<file path="src/rtl/seg_mux_capture.sv">
// ---------------------------------------------------------------------------
// seg_mux_capture
//   Receive side of a 4-digit multiplexed 7-segment display interface.
//   The scanned segment bus and the active-low digit selects are
//   synchronised. Once a value has been stable for SETTLE clocks it is
//   de-multiplexed into one of four latched 7-bit patterns. Each latched
//   pattern is decoded to a hex nibble. A digit that is not refreshed for
//   TIMEOUT clocks is blanked.
//
// Ports
//   clk         system clock, all logic on the rising edge
//   rst_n       asynchronous reset, active low
//   segment     scanned segment bus, active high, bit0=a .. bit6=g
//   indicator   digit selects, active low, one-hot-low while a digit drives
//   digit0..3   last captured segment pattern of each digit
//   hex0..3     decoded nibble of each digit (0 when the pattern is unknown)
//   valid       bit N set while digitN decodes as hex and has not timed out
//   frame_done  one-clock pulse on every capture of digit 3
//   sel_err     one-clock pulse when a settled select has two or more lows
// ---------------------------------------------------------------------------
module seg_mux_capture #(
  parameter int SETTLE  = 4,
  parameter int TIMEOUT = 1024,
  parameter int TW      = 11
) (
  input  logic       clk,
  input  logic       rst_n,
  input  logic [6:0] segment,
  input  logic [3:0] indicator,
  output logic [6:0] digit0,
  output logic [6:0] digit1,
  output logic [6:0] digit2,
  output logic [6:0] digit3,
  output logic [3:0] hex0,
  output logic [3:0] hex1,
  output logic [3:0] hex2,
  output logic [3:0] hex3,
  output logic [3:0] valid,
  output logic       frame_done,
  output logic       sel_err
);

  localparam int              SW         = $clog2(SETTLE + 1);
  localparam logic [SW-1:0]   SETTLE_MAX = SW'(SETTLE);
  localparam logic [SW-1:0]   SETTLE_CAP = SW'(SETTLE - 1);
  localparam logic [TW-1:0]   TO_MAX     = TW'(TIMEOUT);
  localparam logic [TW-1:0]   TO_HIT     = TW'(TIMEOUT - 1);
  // Idle bus value: all selects high (blanking), segments dark.
  localparam logic [10:0]     BUS_IDLE   = {4'hF, 7'h00};

  typedef enum logic [1:0] {
    ST_GAP      = 2'd0,
    ST_SETTLING = 2'd1,
    ST_HOLD     = 2'd2
  } state_e;

  // Returns {recognised, nibble}; unknown patterns give 5'h00.
  function automatic logic [4:0] decode_seg(input logic [6:0] seg);
    logic [4:0] r;
    case (seg)
      7'h3F:   r = 5'h10;
      7'h06:   r = 5'h11;
      7'h5B:   r = 5'h12;
      7'h4F:   r = 5'h13;
      7'h66:   r = 5'h14;
      7'h6D:   r = 5'h15;
      7'h7D:   r = 5'h16;
      7'h07:   r = 5'h17;
      7'h27:   r = 5'h17;  // seven drawn with segment f lit
      7'h7F:   r = 5'h18;
      7'h6F:   r = 5'h19;
      7'h77:   r = 5'h1A;
      7'h7C:   r = 5'h1B;
      7'h39:   r = 5'h1C;
      7'h5E:   r = 5'h1D;
      7'h79:   r = 5'h1E;
      7'h71:   r = 5'h1F;
      default: r = 5'h00;
    endcase
    return r;
  endfunction

  logic [10:0]         s1_q, s2_q, prev_q;
  logic [SW-1:0]       stab_q, stab_d;
  state_e              state_q, state_d;
  logic [3:0][6:0]     digit_q, digit_d;
  logic [3:0][3:0]     hex_q, hex_d;
  logic [3:0]          valid_q, valid_d;
  logic [3:0][TW-1:0]  tcnt_q, tcnt_d;
  logic                fd_q, fd_d, se_q, se_d;

  logic [3:0]          sel_s;
  logic [6:0]          seg_s;
  logic                changed_s, cap_cond_s, capture_s, onehot_s, multi_s;
  logic [2:0]          low_cnt_s;
  logic [4:0]          dec_s;

  assign sel_s      = s2_q[10:7];
  assign seg_s      = s2_q[6:0];
  assign changed_s  = (s2_q != prev_q);
  // Fires on exactly one cycle of a dwell: the counter passes SETTLE-1 once.
  assign cap_cond_s = !changed_s && (stab_q == SETTLE_CAP);
  assign capture_s  = (state_q == ST_SETTLING) && cap_cond_s;
  assign onehot_s   = capture_s && (low_cnt_s == 3'd1);
  assign multi_s    = capture_s && (low_cnt_s >= 3'd2);
  assign dec_s      = decode_seg(seg_s);

  // Count the active (low) select lines of the synchronised bus.
  always_comb begin
    low_cnt_s = 3'd0;
    for (int i = 0; i < 4; i++) begin
      low_cnt_s = low_cnt_s + {2'b00, ~sel_s[i]};
    end
  end

  // Stability counter: restart on any bus change, saturate at SETTLE.
  always_comb begin
    if (changed_s) begin
      stab_d = '0;
    end else if (stab_q != SETTLE_MAX) begin
      stab_d = stab_q + SW'(1);
    end else begin
      stab_d = stab_q;
    end
  end

  // Dwell tracking FSM next state.
  always_comb begin
    state_d = state_q;
    if (changed_s) begin
      if (sel_s == 4'hF) begin
        state_d = ST_GAP;
      end else begin
        state_d = ST_SETTLING;
      end
    end else begin
      case (state_q)
        ST_GAP:      state_d = ST_GAP;
        ST_SETTLING: begin
          if (cap_cond_s) begin
            state_d = ST_HOLD;
          end else begin
            state_d = ST_SETTLING;
          end
        end
        ST_HOLD:     state_d = ST_HOLD;
        default:     state_d = ST_GAP;
      endcase
    end
  end

  // Per-digit capture and timeout; a capture beats a timeout on the same digit.
  always_comb begin
    digit_d = digit_q;
    hex_d   = hex_q;
    valid_d = valid_q;
    tcnt_d  = tcnt_q;
    for (int n = 0; n < 4; n++) begin
      if (onehot_s && !sel_s[n]) begin
        digit_d[n]              = seg_s;
        {valid_d[n], hex_d[n]}  = dec_s;
        tcnt_d[n]               = '0;
      end else if (tcnt_q[n] >= TO_HIT) begin
        digit_d[n] = 7'h00;
        hex_d[n]   = 4'h0;
        valid_d[n] = 1'b0;
        tcnt_d[n]  = TO_MAX;
      end else begin
        tcnt_d[n]  = tcnt_q[n] + TW'(1);
      end
    end
    fd_d = onehot_s && !sel_s[3];
    se_d = multi_s;
  end

  // Input synchroniser, previous-value register, stability counter, FSM.
  always_ff @(posedge clk or negedge rst_n) begin
    if (!rst_n) begin
      s1_q    <= BUS_IDLE;
      s2_q    <= BUS_IDLE;
      prev_q  <= BUS_IDLE;
      stab_q  <= '0;
      state_q <= ST_GAP;
    end else begin
      s1_q    <= {indicator, segment};
      s2_q    <= s1_q;
      prev_q  <= s2_q;
      stab_q  <= stab_d;
      state_q <= state_d;
    end
  end

  // Registered outputs and per-digit timeout counters.
  always_ff @(posedge clk or negedge rst_n) begin
    if (!rst_n) begin
      digit_q <= '0;
      hex_q   <= '0;
      valid_q <= 4'h0;
      tcnt_q  <= '0;
      fd_q    <= 1'b0;
      se_q    <= 1'b0;
    end else begin
      digit_q <= digit_d;
      hex_q   <= hex_d;
      valid_q <= valid_d;
      tcnt_q  <= tcnt_d;
      fd_q    <= fd_d;
      se_q    <= se_d;
    end
  end

  assign digit0     = digit_q[0];
  assign digit1     = digit_q[1];
  assign digit2     = digit_q[2];
  assign digit3     = digit_q[3];
  assign hex0       = hex_q[0];
  assign hex1       = hex_q[1];
  assign hex2       = hex_q[2];
  assign hex3       = hex_q[3];
  assign valid      = valid_q;
  assign frame_done = fd_q;
  assign sel_err    = se_q;

endmodule

</file>
<file path="config.mk">
export PLATFORM = sky130hd
export DESIGN_NAME = seg_mux_capture
export DESIGN_NICKNAME = d
export VERILOG_FILES = /design/src/rtl/seg_mux_capture.sv
export SDC_FILE = /design/constraint.sdc
export NUM_CORES = 1
export LEC_CHECK = 0
export BUFFER_PORTS_ARGS = -buffer_cell sky130_fd_sc_hd__buf_2
export CAP_MARGIN = 20
export CORE_MARGIN = 5
export CORE_UTILIZATION = 58
export CTS_BUF_LIST = sky130_fd_sc_hd__clkbuf_16
export DETAILED_ROUTE_END_ITERATION = 8
export PLACE_DENSITY = 0.83
export SYNTH_ARGS = -nofsm -noshare
export SYNTH_HDL_FRONTEND = slang
export SYNTH_SLANG_ARGS = --single-unit
</file>
<file path="constraint.sdc">
create_clock -name clk -period 3.71 [get_ports clk]
set_input_delay 0.742 -clock clk [delete_from_list [all_inputs] [get_ports clk]]
set_output_delay 0.742 -clock clk [all_outputs]
set_load 0.01 [all_outputs]
</file>
Yosys cells after proc, flatten, opt, wreduce, memory -nomap -nowiden. Cells that the tools add are included. Widths: inputs -> output; s select.

Register bits: 132. Bits in read-only memories: 0. Memory bits (writable): 0. Output and inout port bits: 50. Memories: 0. Bits in latches: 0.

$add $sub $neg: 8. Div/mod/pow operators: 0. Multiplexer cells: 39. Multipliers: 0. Eq/ne operators: 24. Bitwise logic cells: 4. Reductions and logical operators: 19. Shift operators: 0. $lt $le $gt $ge: 5.

Operator list (count): $mux 11 (8); $eq 7x7->1 const B (12); $pmux 5 s16 (1); $mux 7 (8); $add 11x1->11 const B (4); $ge 11x10->1 const B (4); $mux 4 (8); $eq 7x6->1 const B (3); $eq 7x3->1 const B (2); $ne 11x11->1 (1); $reduce_bool 2->1 (5); $mux 1 (9); $logic_and 1x1->1 (8); $mux 3 (2); $logic_not 1->1 (5); $eq 4x4->1 const B (1); $mux 2 (2); $not 1->1 (4); $pmux 2 s2 (1); $add 2x1->3 (1); $add 3x1->3 (1); $add 3x1->3 const B (1); $eq 3x1->1 const B (1); $eq 3x2->1 const B (1); 6 further kinds (6).

Longest topological paths before layout. Gate-level depths: netlist (run 1).

Depth after elaboration: 8. Depth in mapped cells: 11. Depth with buffers taken out: 9.

Worst setup path before layout (run 1). No wires, ideal clock.

Kind: flip-flop to flip-flop. From: register s2_q[8]. To: register hex_q, in the netlist hex1[1]. Required time: 3.589 ns. Setup time: 0.121 ns. Clock period less this slack: 3.143 ns. Arrival: 3.022 ns. Cell stages (with the launch flop): 12. Path slack: 0.567 ns. Path buffers: 2. Path through: dfstp_2 -> fa_1 -> inv_1 -> ha_1 -> inv_1 -> ha_1 -> or3b_1 -> buf_4 -> or3_1 -> o21a_1 -> buf_2 -> a22o_1.

Word-level cells in the longest chain between the ends: 8.

RTL lines: from (decl) (line 83) `logic [10:0] s1_q, s2_q, prev_q;`; from (signal assigned) (line 186) `s2_q <= s1_q;`; $not 1->1 (line 112) `low_cnt_s = low_cnt_s + {2'b00, ~sel_s[i]};`; $add 1x1->2 (line 112); $add 2x1->3 (line 112); $add 3x1->3 (line 112); $eq 3x1->1 (line 104) `assign onehot_s = capture_s && (low_cnt_s == 3'd1);`; $logic_and 1x1->1 (line 104); $logic_and 1x1->1 (*) (line 159) `if (onehot_s && !sel_s[n]) begin`; $mux 4 / $reduce_bool 2->1 (equally long branches); to (signal assigned) (line 197) `hex_q <= '0;`; to (signal assigned) (line 204) `hex_q <= hex_d;`; to (decl) (line 87) `logic [3:0][3:0] hex_q, hex_d;`.

Mark *: on every way between the ends. The rest lies on a longest branch, timed or not. A chain may end at the register's enable or synchronous reset.

Worst setup path after layout (run 1).
From: register s2_q[10]. To: register hex_q, in the netlist hex0[0].

Word-level cells in the longest chain between the ends: 7.

RTL lines (line): branches (longest 4 deep; another with $add 3x1->3); $logic_and 1x1->1 (*) (104); $logic_and 1x1->1 (*) (159); $mux 4 / $reduce_bool 2->1 (equally long branches).

Mark *: on every way between the ends.

==> metrics.csv, run 1 <==
metric,value,unit
status,"complete, no violations",
sequential area share after synthesis,60.49,%
antenna-violating nets left,0,
Met2 Wirelength,5881,um
critical path's slowest cell,dfstp_2,
critical path's largest stage delay,0.63,ns
total global-route track usage,22.86,%
CTS Root Cell,clkbuf_16,
crit path max fanout,13,
CP Capture Point,hex0[0]$_DFFE_PN0P_,
TritonCTS Sinks,132,
setup_tns,0,ns
Clock Tree Buf Depth,2,
Yosys reg bits,132,
Critical Path Source,s2_q[10]$_DFF_PN1_,
Tmin final,3.411,ns
critical-path cell list,"fa_1, inv_1, ha_1, inv_1, ha_1, or3b_1, or3_1, o21a_1, a22o_1",
drt wl/cell,18.18,um
final setup vio count,0,
global-route wire length before repair,20310,um
core area,9240,sq um
CTS buffer count,17,
Switching Fraction,22.84,%
utilization after layout,69.91,%
largest net degree at the start of global routing,64,
vias per cell,5.704,
Ys Warns,0,
H-tree depth,4,
number of remaining DRC errors,0,
HPWL after detailed placement,7643,um
Post-CTS Setup Bufs,0,
IO Pins,63,
WP data arrival,3.69,ns
DR iter-0 viols,261,
syn_area_per_cell,12.19,sq um
maximum VDD drop,299.1,uV
DR pass1 iterations,4,
actual slew at the worst max-slew pin,0.6904,ns
antenna cells,0,
Placer Congestion,0.8450,
CTS resizes,0,
Die Ht,107.3,um
die width,107.3,um
crit-path leading delay family,simple AND/OR/NAND/NOR gates,
Leak,3.117,nW
Mapped Nets,477,
clk_skew,0.01286,ns
clock latency on the worst-skew pair,0.41,ns
"Cell Area, Synth",5485,sq um
initial antenna violation count,0,
post-route insts no fill,658,
Syn-to-layout area delta,17.77,%
combinational share of power,3.0,%
DR WL met3,686,um
Max Cap Viol,0,
Power Internal,2.409,mW
Mapped Cells,450,
die area,11500,sq um
Fill cells,661,
Hold Crit Class,input port to asynchronous set/reset pin,
met1 WL,5188,um
WP depth,9,
Port Buffers,62,
number of global-route vias before repair,3948,
Top Metal Used,met4,
total congestion overflow,0,
RR Endpoint,hex0[0]$_DFFE_PN0P_,
P_sw,0.7129,mW
worst r2r path cells,9,
vias,3753,
RSZ-0062 raised after global routing,false,
Worst Path Required,3.99,ns
fmax,293.1,MHz
Slew HR,53.97,%
CTS clock-pin slew for the worst setup and hold paths,0.06,ns
share of layout cells above drive strength 1,23.82,%
R2R Setup Slk,0.30,ns
crit path capture type,register,
PwrDens,483.2,nW/um^2
final hold violation count,0,
CTS tree,done,
clock power share,49.1,%
Flop pwr share,48.0,%
Placed Cells,626,
"EDFF count, synth",0,
Post-CTS Hold Buffers,0,
origin of the critical flop-to-flop path,s2_q[10]$_DFF_PN1_,
dpl cell area,5916,sq um
Max Transition Viols Final,0,
Site Rows,35,
Cell variety after synth,48,
Critical Path Start Type,register,
Crit Path Category,register to register,
ys flop type,dfrtp_1,
Starting Density,59.36,%
part of the cycle the worst path needs,91.95,%
layout net count,543,
asr flop ratio synth,100.0,%
CP Buf/Inv Count,2,
design area,6460,sq um
final WL,11960,um
==> worst min-delay path by stage <==
stage / endpoint / slack [ns]
after floorplan: s2_q[0]$_DFF_PN0_ / 0.33
after global placement: s2_q[4]$_DFF_PN0_ / 0.33
after detailed placement: s2_q[1]$_DFF_PN0_ / 0.34
after CTS: tcnt_q[4]$_DFF_PN0_ / 0.25
after global routing: tcnt_q[4]$_DFF_PN0_ / 0.26
final: tcnt_q[4]$_DFF_PN0_ / 0.25
==> cell usage after synthesis (5+ instances only) <==
master,count,area share (%)
and2_1,10,1.1
a31oi_1,6,0.68
nor3_1,6,0.55
xnor2_1,6,0.96
ha_1,13,3.0
clkbuf_1,10,0.68
buf_2,9,0.82
nand2_1,25,1.7
a21oi_1,10,0.91
nor2_1,45,3.1
inv_1,11,0.75
dfstp_2,12,5.7
nand3b_1,6,0.82
dfrtp_1,120,55
o21a_1,5,0.68
nand3_1,13,1.2
xor2_1,34,5.4
a22o_1,48,7.7
==> routing by layer <==
metal	vias up	GRT usage, %
met2	116	36.64
met5	-	0
met3	17	5.759
met1	1902	30.20
li1	1718	-
met4	0	8.676
==> sequential cells by signal, summed over array words and instances (netlist names), 7 cells and up <==
name and flops:
digit0 7, digit1 7, digit2 7, digit3 7, prev_q 11, s1_q 11, s2_q 11, tcnt_q 44
==> layout by cell type, fill, tap and decap left out, types with 12 or more instances in the layout <==
master,instances
nor2_1,45
clkbuf_16,17
xor2_1,34
dfrtp_1,120
ha_1,13
dfstp_2,12
inv_1,13
nand3_1,13
nand2_1,25
buf_2,61
a22o_1,48
==> power groups by stage <==
stage	Combinational [mW]	Sequential [mW]	Clock (mW)
after floorplan	0.0623	1.50	0
after global placement	0.0893	1.52	0
after detailed placement	0.0936	1.52	0
after CTS	0.0950	1.50	1.56
after global routing	0.107	1.50	1.62
final	0.0925	1.50	1.53
==> through the flow <==
step	total power [mW]	worst slack, ns	hold WS (ns)
2_1_floorplan	1.561	0.5668	0.3312
3_3_place_gp	1.609	0.4593	0.3348
3_5_place_dp	1.615	0.3240	0.3356
4_1_cts	3.149	0.3038	0.2469
5_1_grt	3.231	0.1629	0.2632
6_report	3.122	0.2987	0.2462
==> cell families after synthesis <==
| kind of cell | share of synthesized area [%] |
|---|---|
| flip-flops | 60.49 |
| adder cells (fa/ha/maj) | 3.330 |
| XOR/XNOR | 6.387 |
| AO/OA/AOI/OAI | 13.30 |
| AND/OR/NAND/NOR | 13.34 |
| buffers and inverters | 3.148 |
==> final cells by class <==
| class | instances | area [sq um] | share of cell area, % |
|---|---|---|---|
| Sequential cell | 132 | 3318 | 51.37 |
| Multi-Input combinational cell | 282 | 1994 | 30.87 |
| Clock buffer | 17 | 425.4 | 6.585 |
| Timing Repair Buffer | 72 | 400.4 | 6.198 |
| Tap cell | 129 | 161.4 | 2.499 |
| Clock inverter | 15 | 118.9 | 1.840 |
| Inverter | 11 | 41.29 | 0.6392 |
No activity file was read; power rests on OpenSTA's default activity.
==> run 2, diff against run 1 <==
--- a/config.mk
+++ b/config.mk
@@ -11,7 +11,7 @@
 export CORE_UTILIZATION = 58
 export CTS_BUF_LIST = sky130_fd_sc_hd__clkbuf_16
 export DETAILED_ROUTE_END_ITERATION = 8
-export PLACE_DENSITY = 0.83
+export PLACE_DENSITY = 0.79
 export SYNTH_ARGS = -nofsm -noshare
 export SYNTH_HDL_FRONTEND = slang
 export SYNTH_SLANG_ARGS = --single-unit
==> run 2 against run 1 <==
Core utilization increased by 0.88 points. Hold slack gained 0.11 ns. Sequential power hardly changed. Non-clock buffer count is the same. Critical path depth unchanged. Sequential cell count stayed put. Combinational power rose by 6.7%. Die area stayed put. Via count decreased by 0.13%. Clock-buffer cell count stayed put. Final cell count is the same. Register-to-register slack lost 0.06 ns. Critical path type unchanged. Largest cell class unchanged.
==> metrics.csv, run 2 (synthesis results as in run 1) <==
metric,value,unit,change
dpl cell area,5916,sq um,unchanged
WP data arrival,3.78,ns,+0.09 ns
Max Transition Viols Final,0,,unchanged
utilization after layout,70.79,%,+0.88 points
crit-path leading delay family,simple AND/OR/NAND/NOR gates,,
critical path's largest stage delay,0.65,ns,+0.02 ns
critical-path cell list,"fa_1, inv_1, ha_1, inv_1, ha_1, or3b_1, or3_1, o21a_1, a22o_1",,
HPWL after detailed placement,7616,um,-0.34%
initial antenna violation count,0,,unchanged
number of remaining DRC errors,0,,unchanged
global-route wire length before repair,20440,um,+0.64%
Post-CTS Hold Buffers,0,,unchanged
Slew HR,43.47,%,-11 points
layout net count,543,,unchanged
number of global-route vias before repair,3960,,+0.30%
register bank with the most flops,tcnt_q,,
final hold violation count,0,,unchanged
actual slew at the worst max-slew pin,0.8480,ns,+0.1575 ns
Post-CTS Setup Bufs,0,,unchanged
Site Rows,35,,unchanged
"most common cell after layout, fill and taps aside",dfrtp_1,,
final setup vio count,0,,unchanged
H-tree depth,4,,unchanged
Worst Hold Endpoint,s2_q[4]$_DFF_PN0_,,
clock latency on the worst-skew pair,0.42,ns,about the same
Critical Path Start Type,register,,
CTS Root Cell,clkbuf_16,,
part of the cycle the worst path needs,93.46,%,+1.5 points
Max Cap Viol,0,,unchanged
largest net degree at the start of global routing,68,,+6.3%
status,"complete, no violations",,
antenna cells,0,,unchanged
critical path's slowest cell,dfstp_2,,
PwrDens,513.2,nW/um^2,+6.2%
vias per cell,5.696,,-0.13%
Leak,3.156,nW,+1.3%
CTS resizes,0,,unchanged
RR Endpoint,hex0[2]$_DFFE_PN0P_,,
fmax,288.4,MHz,-1.6%
Die Ht,107.3,um,unchanged
max FFs per register,44,,unchanged
"commonest cells after routing, fill and taps aside","dfrtp_1 (120), buf_2 (61), a22o_1 (48)",,
total congestion overflow,0,,unchanged
CTS tree,done,,
vias,3748,,-0.13%
design area,6541,sq um,+1.3%
RSZ-0062 raised after global routing,false,,
R2R Setup Slk,0.24,ns,-0.06 ns
DR iter-0 viols,207,,-21%
maximum VDD drop,318.2,uV,+6.4%
CP Buf/Inv Count,2,,unchanged
die area,11500,sq um,unchanged
Placer Congestion,0.8098,,-4.2%
Hold Crit Start,s1_q[4]$_DFF_PN0_,,
Port Buffers,62,,unchanged
core area,9240,sq um,unchanged
setup_tns,0,ns,unchanged
Worst Path Required,4.02,ns,+0.03 ns
Crit Path Category,register to register,,
Hold Crit Class,register to register,,
die width,107.3,um,unchanged
final WL,12070,um,+0.86%
Syn-to-layout area delta,19.25,%,
TritonCTS Sinks,132,,unchanged
CTS clock-pin slew for the worst setup and hold paths,0.06,ns,about the same
crit path max fanout,13,,unchanged
IO Pins,63,,unchanged
origin of the critical flop-to-flop path,s2_q[10]$_DFF_PN1_,,
total power,3.357,mW,+7.5%
Worst Hold Path Cells,0,,
total global-route track usage,22.88,%,about the same
crit path capture type,register,,
share of layout cells above drive strength 1,24.20,%,+0.38 points
Starting Density,59.36,%,unchanged
antenna-violating nets left,0,,unchanged
drt wl/cell,18.34,um,+0.86%
Clock Tree Buf Depth,2,,unchanged
post-route insts no fill,658,,unchanged
Tmin final,3.467,ns,+0.05591 ns
CTS buffer count,17,,unchanged
worst r2r path cells,9,,unchanged
clk_skew,0.01161,ns,-0.001248 ns
Placed Cells,626,,unchanged
DR pass1 iterations,5,,+1
-- run 2: cell count changes in the layout (fill, tap and decap cells not counted), sizes merged --
cell / previous run / this run
inv: 14 / 21
clkinv: 7 / 2
clkinvlp: 4 / 1
bufinv: 1 / 2
-- run 2: final cells by class --
class	instances	area [sq um]
Sequential cell	132	3318
Fill cell	638	2699
Multi-Input combinational cell	282	1994
Clock buffer	17	425.4
Timing Repair Buffer	72	400.4
Clock inverter	15	200.2
Tap cell	129	161.4
Inverter	11	41.29
-- run 2: worst max path at each step --
stage | startpoint | end | slack, ns | depth (start not counted)
global placement | s2_q[10]$_DFF_PN1_ | valid[0]$_DFFE_PN0P_ | 0.45 | 9
floorplan | s2_q[8]$_DFF_PN1_ | hex1[1]$_DFFE_PN0P_ | 0.57 | 11
detailed placement | s2_q[10]$_DFF_PN1_ | hex0[0]$_DFFE_PN0P_ | 0.31 | 9
CTS | s2_q[10]$_DFF_PN1_ | hex0[0]$_DFFE_PN0P_ | 0.26 | 9
finish | s2_q[10]$_DFF_PN1_ | hex0[2]$_DFFE_PN0P_ | 0.24 | 9
global route | s2_q[10]$_DFF_PN1_ | hex0[0]$_DFFE_PN0P_ | 0.11 | 9
-- run 2: per-layer routing --
metal	track usage [%]	wire length (um)
met5	0	0
met3	4.619	637
met4	7.306	141
met2	37.58	6062
met1	30.76	5224
-- run 2: power by group --
group	total (mW)	switching [mW]	internal (mW)	leakage (nW)
registers	1.49	0.0294	1.46	1.69
logic	0.0987	0.0660	0.0327	1.16
clock network	1.77	0.730	1.04	0.306
total	3.36	0.825	2.53	3.16
-- run 2: per-stage QoR --
| step | hold WS [ns] | setup WS (ns) |
|---|---|---|
| detailed placement | 0.3371 | 0.3084 |
| finish | 0.3544 | 0.2427 |
| floorplan | 0.3312 | 0.5668 |
| CTS | 0.3580 | 0.2591 |
| global route | 0.3659 | 0.1060 |
| global placement | 0.3336 | 0.4529 |
==> run 3, diff against run 2 <==
--- a/config.mk
+++ b/config.mk
@@ -7,7 +7,7 @@
 export LEC_CHECK = 0
 export BUFFER_PORTS_ARGS = -buffer_cell sky130_fd_sc_hd__buf_2
 export CAP_MARGIN = 20
-export CORE_MARGIN = 5
+export CORE_MARGIN = 1.5
 export CORE_UTILIZATION = 58
 export CTS_BUF_LIST = sky130_fd_sc_hd__clkbuf_16
 export DETAILED_ROUTE_END_ITERATION = 8
==> run 3 against run 2 <==
Maximum frequency up 1.8%. Clock skew down 0.0017 ns. Clock power shrank 3%. Clock-buffer cell count unchanged. Combinational power about the same. Critical path type unchanged. First-iteration DRC count increased by 15%. Total power shrank 1.7%. Sequential cell count unchanged. Setup slack better by 0.060 ns. Critical path depth stayed put. Sequential share of layout area rose by 0.39 points.
==> metrics.csv, run 3 (synthesis results as in run 1) <==
metric,value,unit,change
status,"complete, no violations",,
"commonest cells after routing, fill and taps aside","dfrtp_1 (120), buf_2 (61), a22o_1 (48)",,
"most common cell after layout, fill and taps aside",dfrtp_1,,
CTS Root Cell,clkbuf_16,,
global-route wire length before repair,19310,um,-5.6%
TritonCTS Sinks,132,,unchanged
Crit Path Category,register to register,,
Post-CTS Hold Buffers,0,,unchanged
design area,6491,sq um,-0.76%
HPWL after detailed placement,7260,um,-4.7%
Placer Congestion,0.8504,,+5.0%
clock latency on the worst-skew pair,0.41,ns,about the same
Die Ht,100.3,um,-6.5%
actual slew at the worst max-slew pin,0.8353,ns,-0.01270 ns
setup_tns,0,ns,unchanged
IO Pins,63,,unchanged
PwrDens,508.6,nW/um^2,-0.91%
maximum VDD drop,479.2,uV,+51%
total global-route track usage,25.45,%,+2.6 points
final setup vio count,0,,unchanged
Tmin final,3.407,ns,-0.06033 ns
Max Cap Viol,0,,unchanged
register bank with the most flops,tcnt_q,,
layout net count,542,,-0.18%
Max Transition Viols Final,0,,unchanged
die area,10050,sq um,-13%
Critical Path Start Type,register,,
crit-path leading delay family,adder cells,,
Site Rows,35,,unchanged
Worst Hold Path Cells,0,,unchanged
antenna-violating nets left,0,,unchanged
die width,100.3,um,-6.5%
RSZ-0062 raised after global routing,false,,
crit path capture type,register,,
Final Worst Setup Slack,0.3031,ns,+0.06033 ns
number of global-route vias before repair,3772,,-4.7%
part of the cycle the worst path needs,91.83,%,-1.6 points
CP Buf/Inv Count,2,,unchanged
utilization after layout,70.59,%,-0.21 points
Hold Crit Class,register to register,,
critical path's slowest cell,dfstp_2,,
R2R Setup Slk,0.30,ns,+0.06 ns
DR iter-0 viols,238,,+15%
dpl cell area,5886,sq um,-0.51%
"worst slack, placed",0.2610,ns,-0.04744 ns
Starting Density,59.65,%,+0.28 points
Hold Crit Start,s1_q[0]$_DFF_PN0_,,
Worst Path Required,4.00,ns,-0.02 ns
CTS tree,done,,
Leak,3.131,nW,-0.78%
Syn-to-layout area delta,18.34,%,
CTS resizes,0,,unchanged
vias,3749,,+0.027%
critical-path cell list,"fa_1, inv_1, ha_1, inv_1, ha_1, or3b_4, or3_1, o21a_1, a22o_1",,
antenna cells,0,,unchanged
final hold violation count,0,,unchanged
fmax,293.5,MHz,+1.8%
critical path's largest stage delay,0.63,ns,-0.02 ns
Clock Tree Buf Depth,2,,unchanged
Slew HR,44.32,%,+0.85 points
WP data arrival,3.70,ns,-0.08 ns
RR Endpoint,hex0[0]$_DFFE_PN0P_,,
CTS clock-pin slew for the worst setup and hold paths,0.06,ns,about the same
drt wl/cell,18.42,um,+0.48%
DR pass1 iterations,6,,+1
crit path max fanout,13,,unchanged
worst r2r path cells,9,,unchanged
Port Buffers,62,,unchanged
largest net degree at the start of global routing,69,,+1.5%
Worst Hold Endpoint,s2_q[0]$_DFF_PN0_,,
core area,9196,sq um,-0.47%
final WL,11770,um,-2.4%
Post-CTS Setup Bufs,0,,unchanged
vias per cell,5.867,,+3.0%
share of layout cells above drive strength 1,23.86,%,-0.33 points
Fill cells,619,,-3.0%
clk_skew,0.009952,ns,-0.001658 ns
number of remaining DRC errors,0,,unchanged
H-tree depth,4,,unchanged
CTS buffer count,17,,unchanged
total congestion overflow,0,,unchanged
initial antenna violation count,0,,unchanged
origin of the critical flop-to-flop path,s2_q[10]$_DFF_PN1_,,
max FFs per register,44,,unchanged
Worst Hold Slack,0.3467,ns,-0.007685 ns
run 3: final cells by class:
type                            count  area, sq um  share of cell area, %
Sequential cell                   132         3318                  51.12
Multi-Input combinational cell    282         1997                  30.76
Clock buffer                       17        425.4                  6.554
Timing Repair Buffer               71        392.9                  6.052
Clock inverter                     15        177.7                  2.737
Tap cell                          111        138.9                  2.140
Inverter                           11        41.29                 0.6361
run 3: routing by layer:
| layer | track usage (%) | up-vias | share of wire [%] |
|---|---|---|---|
| li1 | - | 1721 | - |
| met1 | 34.26 | 1916 | 45 |
| met2 | 41.29 | 102 | 51 |
| met3 | 6.685 | 10 | 4.1 |
| met4 | 7.259 | 0 | 0.85 |
| met5 | 0 | - | 0 |
run 3: worst max path at each step:
stage / from / to / slack [ns] / depth (start not counted)
finish: s2_q[10]$_DFF_PN1_ / hex0[0]$_DFFE_PN0P_ / 0.30 / 9
global route: s2_q[10]$_DFF_PN1_ / valid[0]$_DFFE_PN0P_ / 0.14 / 9
CTS: s2_q[10]$_DFF_PN1_ / hex0[0]$_DFFE_PN0P_ / 0.17 / 9
detailed placement: s2_q[10]$_DFF_PN1_ / hex0[0]$_DFFE_PN0P_ / 0.26 / 9
global placement: s2_q[10]$_DFF_PN1_ / hex0[2]$_DFFE_PN0P_ / 0.36 / 9
floorplan: s2_q[8]$_DFF_PN1_ / hex1[1]$_DFFE_PN0P_ / 0.57 / 11
run 3: worst reg2reg max path: stages, from the launching register on:
cell and delay (ns):
dfstp_2 0.63, fa_1 0.43, inv_1 0.06, ha_1 0.17, inv_1 0.06, ha_1 0.32, or3b_4 0.51, or3_1 0.41
o21a_1 0.38, a22o_1 0.31
run 3: report_power, final:
part / internal (mW) / switching (mW) / leakage [nW] / total, mW
logic: 0.0330 / 0.0654 / 1.15 / 0.0985
clock network: 1.06 / 0.649 / 0.286 / 1.71
registers: 1.46 / 0.0291 / 1.69 / 1.49
run 3: per-stage QoR:
stage,std cells,power (mW)
after detailed placement,607,1.612
final,639,3.301
after global placement,607,1.606
after CTS,639,3.317
after global routing,639,3.402
after floorplan,450,1.561
